$ cat src/rtl/stopwatch_ctrl.sv
`default_nettype none
// ============================================================================
// Module   : stopwatch_ctrl
// Purpose  : Front-panel controller for the StopWatch counter datapath.
//            Two raw push-buttons are synchronized, optionally debounced and
//            edge-detected into single-cycle events. These events drive a
//            four-state mode machine (IDLE/RUN/PAUSE/LAP). A lap-hold
//            register freezes the displayed digits while counting continues.
// Config   : `STOPWATCH_DEBOUNCE_EN -- when defined, each button gets a
//            counter debouncer requiring DEBOUNCE_CYCLES stable cycles.
//            When undefined, the synchronizer output is used directly and
//            DEBOUNCE_CYCLES has no effect.
// Ports    :
//   clk                              in   system clock, rising edge
//   reset                            in   asynchronous reset, active-low
//   btn_ss, btn_lap                  in   raw buttons, active-high, async
//   min0, sec1, sec0, milSec0        in   live BCD digits from StopWatch
//   start_resume                     out  1 = StopWatch counts
//   stop                             out  always ~start_resume
//   sw_reset                         out  active-high clear to StopWatch
//   disp_min0..disp_milSec0          out  digits to display
//   lap_active                       out  1 while held lap values are shown
//   state                            out  IDLE=00 RUN=01 PAUSE=10 LAP=11
// Revision : 1.0 - initial release
// ============================================================================
module stopwatch_ctrl #(
  parameter int DEBOUNCE_CYCLES = 16
) (
  input  logic       clk,
  input  logic       reset,
  input  logic       btn_ss,
  input  logic       btn_lap,
  input  logic [3:0] min0,
  input  logic [3:0] sec1,
  input  logic [3:0] sec0,
  input  logic [3:0] milSec0,
  output logic       start_resume,
  output logic       stop,
  output logic       sw_reset,
  output logic [3:0] disp_min0,
  output logic [3:0] disp_sec1,
  output logic [3:0] disp_sec0,
  output logic [3:0] disp_milSec0,
  output logic       lap_active,
  output logic [1:0] state
);

  typedef enum logic [1:0] {
    ST_IDLE  = 2'b00,
    ST_RUN   = 2'b01,
    ST_PAUSE = 2'b10,
    ST_LAP   = 2'b11
  } state_t;

  // Bit 0 = start/stop button, bit 1 = lap/clear button.
  logic [1:0] btn_raw;
  logic [1:0] ev;
  logic       ss_ev;
  logic       lap_ev;

  assign btn_raw = {btn_lap, btn_ss};
  assign ss_ev   = ev[0];
  assign lap_ev  = ev[1];

  // Marks when the synchronizer stages hold samples taken after reset
  // release. Until then their zeros are reset values, not observed levels.
  logic [1:0] sync_valid;

  always_ff @(posedge clk or negedge reset) begin
    if (!reset) begin
      sync_valid <= 2'b00;
    end else begin
      sync_valid <= {sync_valid[0], 1'b1};
    end
  end

  // --------------------------------------------------------------------------
  // Button conditioning: synchronizer, debouncer, rising-edge detector
  // --------------------------------------------------------------------------
  for (genvar i = 0; i < 2; i++) begin : g_btn
    logic sync1;
    logic sync2;
    logic db;
    logic db_q;
    logic armed;

    always_ff @(posedge clk or negedge reset) begin
      if (!reset) begin
        sync1 <= 1'b0;
        sync2 <= 1'b0;
        db_q  <= 1'b0;
      end else begin
        sync1 <= btn_raw[i];
        sync2 <= sync1;
        db_q  <= db;
      end
    end

    // A button already held when reset is released must not fire. Events
    // are only enabled once the button has been observed released after
    // reset.
    always_ff @(posedge clk or negedge reset) begin
      if (!reset) begin
        armed <= 1'b0;
      end else if (sync_valid[1] && !sync2) begin
        armed <= 1'b1;
      end
    end

`ifdef STOPWATCH_DEBOUNCE_EN
    localparam int CNT_W = $clog2(DEBOUNCE_CYCLES) + 1;
    localparam logic [CNT_W-1:0] CNT_LAST = CNT_W'(DEBOUNCE_CYCLES - 1);

    logic [CNT_W-1:0] cnt;

    // Count consecutive cycles where the synchronized level disagrees with
    // the accepted level; any agreement restarts the count.
    always_ff @(posedge clk or negedge reset) begin
      if (!reset) begin
        cnt <= '0;
        db  <= 1'b0;
      end else if (sync2 == db) begin
        cnt <= '0;
      end else if (cnt == CNT_LAST) begin
        db  <= sync2;
        cnt <= '0;
      end else begin
        cnt <= cnt + CNT_W'(1);
      end
    end
`else
    assign db = sync2;
`endif

    assign ev[i] = armed & db & ~db_q;
  end

  // --------------------------------------------------------------------------
  // Mode machine
  // --------------------------------------------------------------------------
  state_t cur_state;
  state_t nxt_state;
  logic   lap_capture;

  always_ff @(posedge clk or negedge reset) begin
    if (!reset) begin
      cur_state <= ST_IDLE;
    end else begin
      cur_state <= nxt_state;
    end
  end

  // Start/stop always takes priority over lap/clear in the same cycle.
  always_comb begin
    nxt_state   = cur_state;
    lap_capture = 1'b0;
    case (cur_state)
      ST_IDLE: begin
        if (ss_ev) begin
          nxt_state = ST_RUN;
        end
      end
      ST_RUN: begin
        if (ss_ev) begin
          nxt_state = ST_PAUSE;
        end else if (lap_ev) begin
          nxt_state   = ST_LAP;
          lap_capture = 1'b1;
        end
      end
      ST_LAP: begin
        if (ss_ev) begin
          nxt_state = ST_PAUSE;
        end else if (lap_ev) begin
          nxt_state = ST_RUN;
        end
      end
      ST_PAUSE: begin
        if (ss_ev) begin
          nxt_state = ST_RUN;
        end else if (lap_ev) begin
          nxt_state = ST_IDLE;
        end
      end
      default: begin
        nxt_state = ST_IDLE;
      end
    endcase
  end

  // --------------------------------------------------------------------------
  // Lap-hold registers, loaded only on the edge that enters LAP
  // --------------------------------------------------------------------------
  logic [15:0] lap_digits;

  always_ff @(posedge clk or negedge reset) begin
    if (!reset) begin
      lap_digits <= '0;
    end else if (lap_capture) begin
      lap_digits <= {min0, sec1, sec0, milSec0};
    end
  end

  // --------------------------------------------------------------------------
  // Outputs. The encoding makes start_resume and stop direct copies of a
  // state flop bit, so the StopWatch controls cannot glitch.
  // --------------------------------------------------------------------------
  assign state        = cur_state;
  assign start_resume = cur_state[0];
  assign stop         = ~cur_state[0];
  assign sw_reset     = (cur_state == ST_IDLE);
  assign lap_active   = (cur_state == ST_LAP);

  assign {disp_min0, disp_sec1, disp_sec0, disp_milSec0} =
    lap_active ? lap_digits : {min0, sec1, sec0, milSec0};

endmodule
`default_nettype wire

$ cat config.mk
export PLATFORM = sky130hd
export DESIGN_NAME = stopwatch_ctrl
export DESIGN_NICKNAME = d
export VERILOG_FILES = /design/src/rtl/stopwatch_ctrl.sv
export SDC_FILE = /design/constraint.sdc
export NUM_CORES = 1
export LEC_CHECK = 0
export BUFFER_PORTS_ARGS = -buffer_cell sky130_fd_sc_hd__buf_2
export CORE_MARGIN = 2
export CORE_UTILIZATION = 48
export CTS_BUF_LIST = sky130_fd_sc_hd__clkbuf_4 sky130_fd_sc_hd__clkbuf_8 sky130_fd_sc_hd__clkbuf_16
export DETAILED_ROUTE_END_ITERATION = 8
export PLACE_DENSITY_LB_ADDON = 0.05
export SLEW_MARGIN = 20
export SYNTH_ARGS = -nofsm -noshare
export SYNTH_HDL_FRONTEND = slang
export SYNTH_SLANG_ARGS = --single-unit
$ cat constraint.sdc
create_clock -name clk -period 2.1 [get_ports clk]
set_input_delay 0.21 -clock clk [delete_from_list [all_inputs] [get_ports clk]]
set_output_delay 0.21 -clock clk [all_outputs]
set_load 0.02 [all_outputs]
; Word-level counts from Yosys, hierarchy flattened
; Index checks and enable logic that the tools add are counted.
[classes]
n_eq_ne = 7
mux = 12
n_bitwise = 7
reduce_logical = 6
[op_table]
columns = operator, count
row1 = 16-bit two-way mux, 1
row2 = 2-bit two-way mux, 7
row3 = 2-bit case mux with 4 select lines, 1
row4 = "3-bit != test, second input constant", 2
row5 = 1-bit AND, 4
row6 = "2-bit == test, second input constant", 2
row7 = 4-bit AND reduction, 1
row8 = 1-bit two-way mux, 3
row9 = "3-bit by 1-bit != test with 1-bit output, second input constant", 1
row10 = 1-bit NOT, 3
row11 = "2-bit by 1-bit == test with 1-bit output, second input constant", 1
row12 = 1-bit logical AND, 2
row13 = 1-bit logical NOT, 2
row14 = 2-bit logical NOT, 1
row15 = "2-bit by 1-bit != test with 1-bit output, second input constant", 1
[totals]
reg_bits = 28
in_bits = 20
out_inout_bits = 22
elab_cells = 43

; Longest topological paths before layout
; Gate-level depths: netlist (run 1).
[depth]
depth_word = 5
ltp_mapped = 5
ltp_nobuf = 3

; Worst setup path before layout (run 1)
; OpenSTA, ideal clock, no wires.
[synth_timing]
kind = register to register
from = register cur_state[0] (netlist: state[0])
to = register lap_digits[15]
setup_time_ns = 0.125
t_arrival_ns = 1.766
t_required_ns = 1.975
slack_ns = 0.209
stages_incl_launch_ff = 6
n_path_buf = 2
synth_period_minus_slack_ns = 1.891
path_cell_list = dfrtp_1 inv_2 or4b_1 buf_2 buf_6 mux2_4
[synth_between]
elab_chain_cells = 2
[synth_lines]
columns = element, line
row1 = from (decl), 141  ; state_t cur_state;
row2 = from (signal assigned), 149  ; cur_state <= nxt_state;
row3 = 2-bit by 1-bit == test with 1-bit output, 157  ; case (cur_state)
row4 = 1-bit two-way mux, 157
row5 = to (signal assigned), 200  ; lap_digits <= {min0, sec1, sec0, milSec0};
row6 = to (decl), 194  ; logic [15:0] lap_digits;
; No other way between the ends.
; A chain may end at the register's enable or synchronous reset.

; Worst setup path in the final report (run 1)
[layout_timing]
from = register cur_state[0] (netlist: state[0])
to = output disp_milSec0[2]
[layout_between]
elab_chain_cells = 2
[layout_lines]
columns = element, line
row1 = 2-bit == test, 212  ; assign lap_active = (cur_state == ST_LAP);
row2 = 16-bit two-way mux, 215  ; lap_active ? lap_digits : {min0, sec1, sec0, milSec0};
row3 = to (decl), 43  ; output logic [3:0] disp_milSec0,
; No other way between the ends.

==> results by group, run 1 <==
Placement
  – Port Buf Inserts: 41
  – HPWL Detailed: 1.42 mm
  – GPL Wtd Cong: 0.652

Die
  – DIE AREA: 2950 um2
  – Chip Height: 54.3 um
  – Die width: 54.3 um
  – IO Count: 42
  – Cell Rows: 18
  – Starting density of the core: 50.0%
  – Core Region: 2430 um2

STA
  – Setup Total Neg Slack: 0 ps
  – Tcrit/Tclk final: 88.6%
  – Setup violators final: 0
  – Fmax: 538 MHz
  – Min Tclk post-route: 1860 ps
  – Measured slew at the worst slew-check pin: 586 ps
  – RSZ-0062 raised after global routing: no
  – Worst Skew: 8.54 ps
  – Max-slew violation count: 0
  – Final hold viol count: 0
  – Relative slew margins: 60.9%

Logic synthesis
  – Most frequent cell after synthesis: dfrtp_1
  – Synth area leaders: dfrtp_1 (58%), mux2_2 (20%), mux2_4 (12%), a21o_1 (1.2%), nand3b_1 (1.2%)
  – Netlist cell types: 18
  – Post-synthesis cell area: 1220 um2
  – Sequential-to-total area share from yosys stat: 57.6%
  – Syn Inst Count: 79
  – Most instantiated cells after synthesis: dfrtp_1 (28), mux2_2 (22), mux2_4 (10)
  – #FFs+latches synth: 28
  – Net Count, Synth: 99
  – Area leader, netlist: dfrtp_1
  – Ys async rst share: 100%
  – Synth warnings: 0
  – Prevailing post-synth register cell: dfrtp_1
  – Post-synth EDFFs: 0
  – Share of the synthesized area in the top cell type: 57.6%
  – Syn avg cell area: 15.4 um2

Route
  – Drt via density: 4.89
  – Vias: 753
  – Residual DRC: 0
  – Initial drt markers: 1
  – DR WL/cell: 12.7 um
  – Total wire length: 1.96 mm
  – Number of detailed-routing iterations run before antenna repair: 2
  – Antenna viol nets, final: 0

Setup path
  – Slowest CP cell: dfrtp_1
  – Critical path depth in cells: 4
  – WP data required: 1890 ps
  – Crit-path cells: nand2_1 > buf_4 > mux2_2 > buf_2
  – Critical path class: reg -> out
  – Max FO, Critical Path: 17
  – CP bufs+invs: 2
  – R2R depth: 4
  – CP endpoint kind: output pin
  – CP top delay family: flip-flops
  – Startpoint Class: register
  – Worst path max stage delay: 480 ps
  – CP Data Arrival Time: 1650 ps

Global route
  – GRT Util Overall: 15.1%
  – Initial antenna violation count: 0
  – Vias in the first global route: 686
  – Pin count of the biggest net entering global routing: 29
  – Gr ovfl total: 0
  – First-pass GRT wire length: 3.03 mm

Min path
  – WHS Path Cells: 2
  – Hold Crit Class: in -> reg

Clocking
  – Root Buffer: clkbuf_4
  – Clock Pin Slew Worst Setup and Hold Paths: 130 ps
  – Clk buf depth: 2
  – Inserted Clock Buffers: 3
  – H-tree levels: 1
  – Clk_lat worst skew: 310 ps
  – CTS tree: done
  – Sink Count: 28

Cells and area
  – Fin nets: 146
  – Layout cells sized above 1: 63.7%
  – Seq. cell area: 701 um2
  – # fillers: 207
  – Multi-input gate area: 473 um2
  – P&R area growth vs syn: 23.3%
  – Final core occ: 61.6%
  – ANT cells: 0

Run
  – # Max-Cap Violations: 0

Run status
  – Status: finished, final reports clean

Power and ir drop
  – Power Density: 1270 nW/um2
  – VDD IR max: 0.681 mV
  – Static Leak: 0.756 nW
## registers in the layout (all words and copies together), names as in the netlist
register and cells:
lap_digits 16, state 2, g_btn.db 2, g_btn.sync1 2, g_btn.armed 2, g_btn.db_q 2, sync_valid 2
## layout by cell type, fill, tap and decap left out, drive strengths merged
| cell | netlist | final |
|---|---|---|
| inv | 4 | 4 |
| nand2 | 1 | 1 |
| dfrtp | 28 | 28 |
| mux2 | 32 | 32 |
| o21ai | 1 | 1 |
| xnor2 | 1 | 1 |
| clkbuf | 1 | 3 |
| dlygate4sd3 | 0 | 3 |
| a32o | 1 | 1 |
| nor2 | 1 | 1 |
| buf | 3 | 43 |
| a21o | 2 | 2 |
| conb | 1 | 1 |
| nand3b | 2 | 2 |
| or4b | 1 | 1 |
## cell families (layout without fill, tap and decap cells)
logic type                Yosys count  in the layout  synth area share (%)
other                               1              1                 0.308
buffers and inverters               8             53                  3.50
DFF                                28             28                  57.6
xor gates and xnor gates            1              1                 0.720
and+or+nand+nor                     5              5                  2.67
AOI/OAI and AO/OA                   4              4                  2.47
muxes                              32             32                  32.7
## report_power, final
part	internal, mW	switching [mW]	leakage, nW
Clock	0.0670	0.136	0.0138
Sequential	0.721	0.114	0.321
Combinational	0.450	0.414	0.421
## worst paths after layout
path | slack, ps | endpoint | startpoint
max | 240 | disp_milSec0[2] | state[0]$_DFFE_PN0P_
min | 130 | lap_digits[7]$_DFFE_PN0P_ | sec0[3]
max reg2reg | 410 | lap_digits[3]$_DFFE_PN0P_ | state[0]$_DFFE_PN0P_
min reg2reg | 360 | g_btn[1].db$_DFF_PN0_ | g_btn[1].sync1$_DFF_PN0_
max in group asynchronous | 1300 | g_btn[0].db_q$_DFF_PN0_ | reset
min in group asynchronous | 410 | lap_digits[10]$_DFFE_PN0P_ | reset
## layout make-up
cell class              instances  area share [%]
multi-input cells              43            31.6
well taps                      30            2.50
flip-flops and latches         28            46.7
clock buffers                   3            1.50
repair buffers                 46            16.7
inverters                       4            1.00
## through the flow
stage	area (um2)	total power [mW]	hold slack [ps]	std cells	worst slack, ps
floorplan	1220	1.48	-85.6	79	209
global placement	1450	1.69	246	148	438
detailed placement	1450	1.72	253	148	416
CTS	1500	1.93	115	154	206
global route	1500	2.03	113	154	123
finish	1500	1.90	129	154	240
## routing by layer
layer  track usage, %  vias up  wire length, um
li1                 -      363                -
met1             17.8      364              820
met2             25.1       24              980
met3             4.10        2              123
met4             7.50        0               31
met5                0        -                0
## timing repair
action | 4_1_cts | 5_1_grt
setup buffers | 0 | 0
endpoints found under the hold margin | 30 | 0
gates resized for setup | 0 | 0
hold buffers | 3 | 0
endpoints found under the setup margin | 0 | 0
(Power assumes the default switching activity.)
==> inputs of run 2 (changes only) <==
--- a/config.mk
+++ b/config.mk
@@ -9,3 +9,3 @@
 export CORE_MARGIN = 2
-export CORE_UTILIZATION = 48
+export CORE_UTILIZATION = 25
 export CTS_BUF_LIST = sky130_fd_sc_hd__clkbuf_4 sky130_fd_sc_hd__clkbuf_8 sky130_fd_sc_hd__clkbuf_16
--- a/constraint.sdc
+++ b/constraint.sdc
@@ -3,2 +3,2 @@
 set_output_delay 0.21 -clock clk [all_outputs]
-set_load 0.02 [all_outputs]
+set_load 0.01 [all_outputs]
==> results by group, run 2 (same netlist as run 1, synthesis figures left out) <==
Setup path
  – Worst setup path end: disp_min0[0]
  – WP data required: 1890 ps (about the same)
  – Crit path launch: state[0]$_DFFE_PN0P_
  – Startpoint Class: register
  – Critical path class: reg -> out
  – Critical path depth in cells: 4 (unchanged)
  – R2R depth: 4 (unchanged)
  – CP endpoint kind: output pin
  – RR Endpoint: lap_digits[8]$_DFFE_PN0P_
  – CP Data Arrival Time: 1590 ps (-60 ps)
  – Crit-path cells: nand2_1 > buf_4 > mux2_2 > buf_2
  – R2r setup slk: 380 ps (-30 ps)
  – CP top delay family: flip-flops
  – Worst reg2reg path startpoint: state[0]$_DFFE_PN0P_
  – Worst path max stage delay: 470 ps (about the same)
  – Max FO, Critical Path: 17 (unchanged)
  – Slowest CP cell: dfrtp_1
  – CP bufs+invs: 2 (unchanged)

Power and ir drop
  – VDD IR max: 0.323 mV (-53%)
  – Static Leak: 0.762 nW (+0.87%)
  – Power Density: 1230 nW/um2 (-3.1%)
  – Design Power: 1.89 mW (-0.35%)

STA
  – Fmax: 556 MHz (+3.4%)
  – Final hold viol count: 0 (unchanged)
  – Max-slew violation count: 0 (unchanged)
  – Measured slew at the worst slew-check pin: 614 ps (+28.4 ps)
  – Hold Slack: 46.4 ps (-82.7 ps)
  – Tcrit/Tclk final: 85.6% (-3.0 points)
  – Worst Skew: 7.83 ps (-0.707 ps)
  – RSZ-0062 raised after global routing: no
  – Min Tclk post-route: 1800 ps (-62.0 ps)
  – Setup violators final: 0 (unchanged)
  – Relative slew margins: 59.0% (-1.9 points)
  – Setup Total Neg Slack: 0 ps (unchanged)

Cells and area
  – # fillers: 483 (+130%)
  – P&R area growth vs syn: 26.7%
  – Final core occ: 32.9% (-29 points)
  – ANT cells: 0 (unchanged)
  – Largest Register: lap_digits
  – Commonest non-fill, non-tap cell in the layout: buf_2
  – Fin nets: 144 (-1.4%)
  – Layout cells sized above 1: 65.0% (+1.3 points)
  – Largest register FFs: 16 (unchanged)
  – Commonest non-fill, non-tap cells in the layout: buf_2 (41), dfrtp_1 (28), mux2_2 (22)
  – Non-filler cells, final: 177 (+15%)

Global route
  – Pin count of the biggest net entering global routing: 29 (unchanged)
  – Gr ovfl total: 0 (unchanged)
  – Vias in the first global route: 773 (+13%)
  – First-pass GRT wire length: 3.75 mm (+24%)
  – Initial antenna violation count: 0 (unchanged)
  – GRT Util Overall: 9.11% (-5.9 points)

Die
  – DIE AREA: 5440 um2 (+84%)
  – Die width: 73.7 um (+36%)
  – IO Count: 42 (unchanged)
  – Cell Rows: 25 (+7)
  – Starting density of the core: 25.9% (-24 points)
  – Core Region: 4690 um2 (+93%)
  – Chip Height: 73.7 um (+36%)

Clocking
  – Sink Count: 28 (unchanged)
  – Clk_lat worst skew: 270 ps (-40 ps)
  – Inserted Clock Buffers: 3 (unchanged)
  – Post-CTS setup buffers: 0 (unchanged)
  – Root Buffer: clkbuf_8
  – H-tree levels: 1 (unchanged)
  – CTS tree: done
  – Post-cts sizing count: 0 (unchanged)
  – Clock Pin Slew Worst Setup and Hold Paths: 90 ps (-40 ps)
  – Clk buf depth: 2 (unchanged)

Route
  – Drt via density: 4.32 (-12%)
  – Initial drt markers: 7 (+6)
  – Number of detailed-routing iterations run before antenna repair: 2 (unchanged)
  – Vias: 764 (+1.5%)
  – DR WL/cell: 12.3 um (-3.0%)
  – Antenna viol nets, final: 0 (unchanged)
  – Total wire length: 2.18 mm (+12%)
  – Residual DRC: 0 (unchanged)

Min path
  – Hold Crit Class: in -> reg

Run
  – # Max-Cap Violations: 0 (unchanged)

Placement
  – Placed instance count: 172 (+16%)
  – HPWL Detailed: 1.57 mm (+11%)
  – Port Buf Inserts: 41 (unchanged)
  – GPL Wtd Cong: 0.629 (-3.5%)

Run status
  – Status: finished, final reports clean
[run 2: cell types whose count changed in the layout (fill, tap and decap cells not counted), sizes merged]
| cell | change |
|---|---|
| dlygate4sd3 | -2 |
| clkbuf | +1 |
[run 2: stage by stage]
stage               worst slack [ps]  instance area, um2
global placement                 421                1480
detailed placement               385                1480
CTS                              254                1540
floorplan                        320                1220
finish                           302                1540
global route                     188                1540
[run 2: layout make-up]
class / instances / area, um2 / area share (%)
flip-flops and latches: 28 / 701 / 45.5
clock buffers: 4 / 55.1 / 3.57
multi-input cells: 43 / 473 / 30.7
well taps: 54 / 67.6 / 4.38
inverters: 4 / 15.0 / 0.974
repair buffers: 44 / 230 / 14.9
[run 2: power breakdown]
group	switching, mW	internal (mW)	total, mW
Clock	0.153	0.167	0.320
Sequential	0.111	0.722	0.833
Combinational	0.296	0.446	0.741
Total	0.559	1.34	1.89
[run 2: what timing repair did]
action                                  CTS  global route
endpoints found under the setup margin    0             0
endpoints found under the hold margin    28             0
hold buffers                              1             0
[run 2: worst min path at each step]
stage                  from                          to  slack [ps]  cells past startpoint
finish               btn_ss    g_btn[0].sync1$_DFF_PN0_          50                      1
detailed placement    reset  lap_digits[13]$_DFFE_PN0P_         270                      1
global route        btn_lap    g_btn[1].sync1$_DFF_PN0_          30                      1
floorplan             reset  g_btn[0].armed$_DFFE_PN0P_         -90                      0
global placement      reset  lap_digits[13]$_DFFE_PN0P_         270                      1
CTS                  btn_ss    g_btn[0].sync1$_DFF_PN0_          40                      1
[run 2: worst reg2reg max path: stages, from the launching register on]
cell and delay [ps]:
dfrtp_1 480, inv_2 60, or4b_1 500, buf_4 240
mux2_4 330
[run 2: per-layer routing]
layer | track usage (%) | share of wire (%) | wire length (um)
met5 | 0 | 0 | 0
met4 | 2.42 | 0.78 | 17
met3 | 3.02 | 6.5 | 142
met2 | 14.6 | 50 | 1100
met1 | 11.8 | 42 | 922
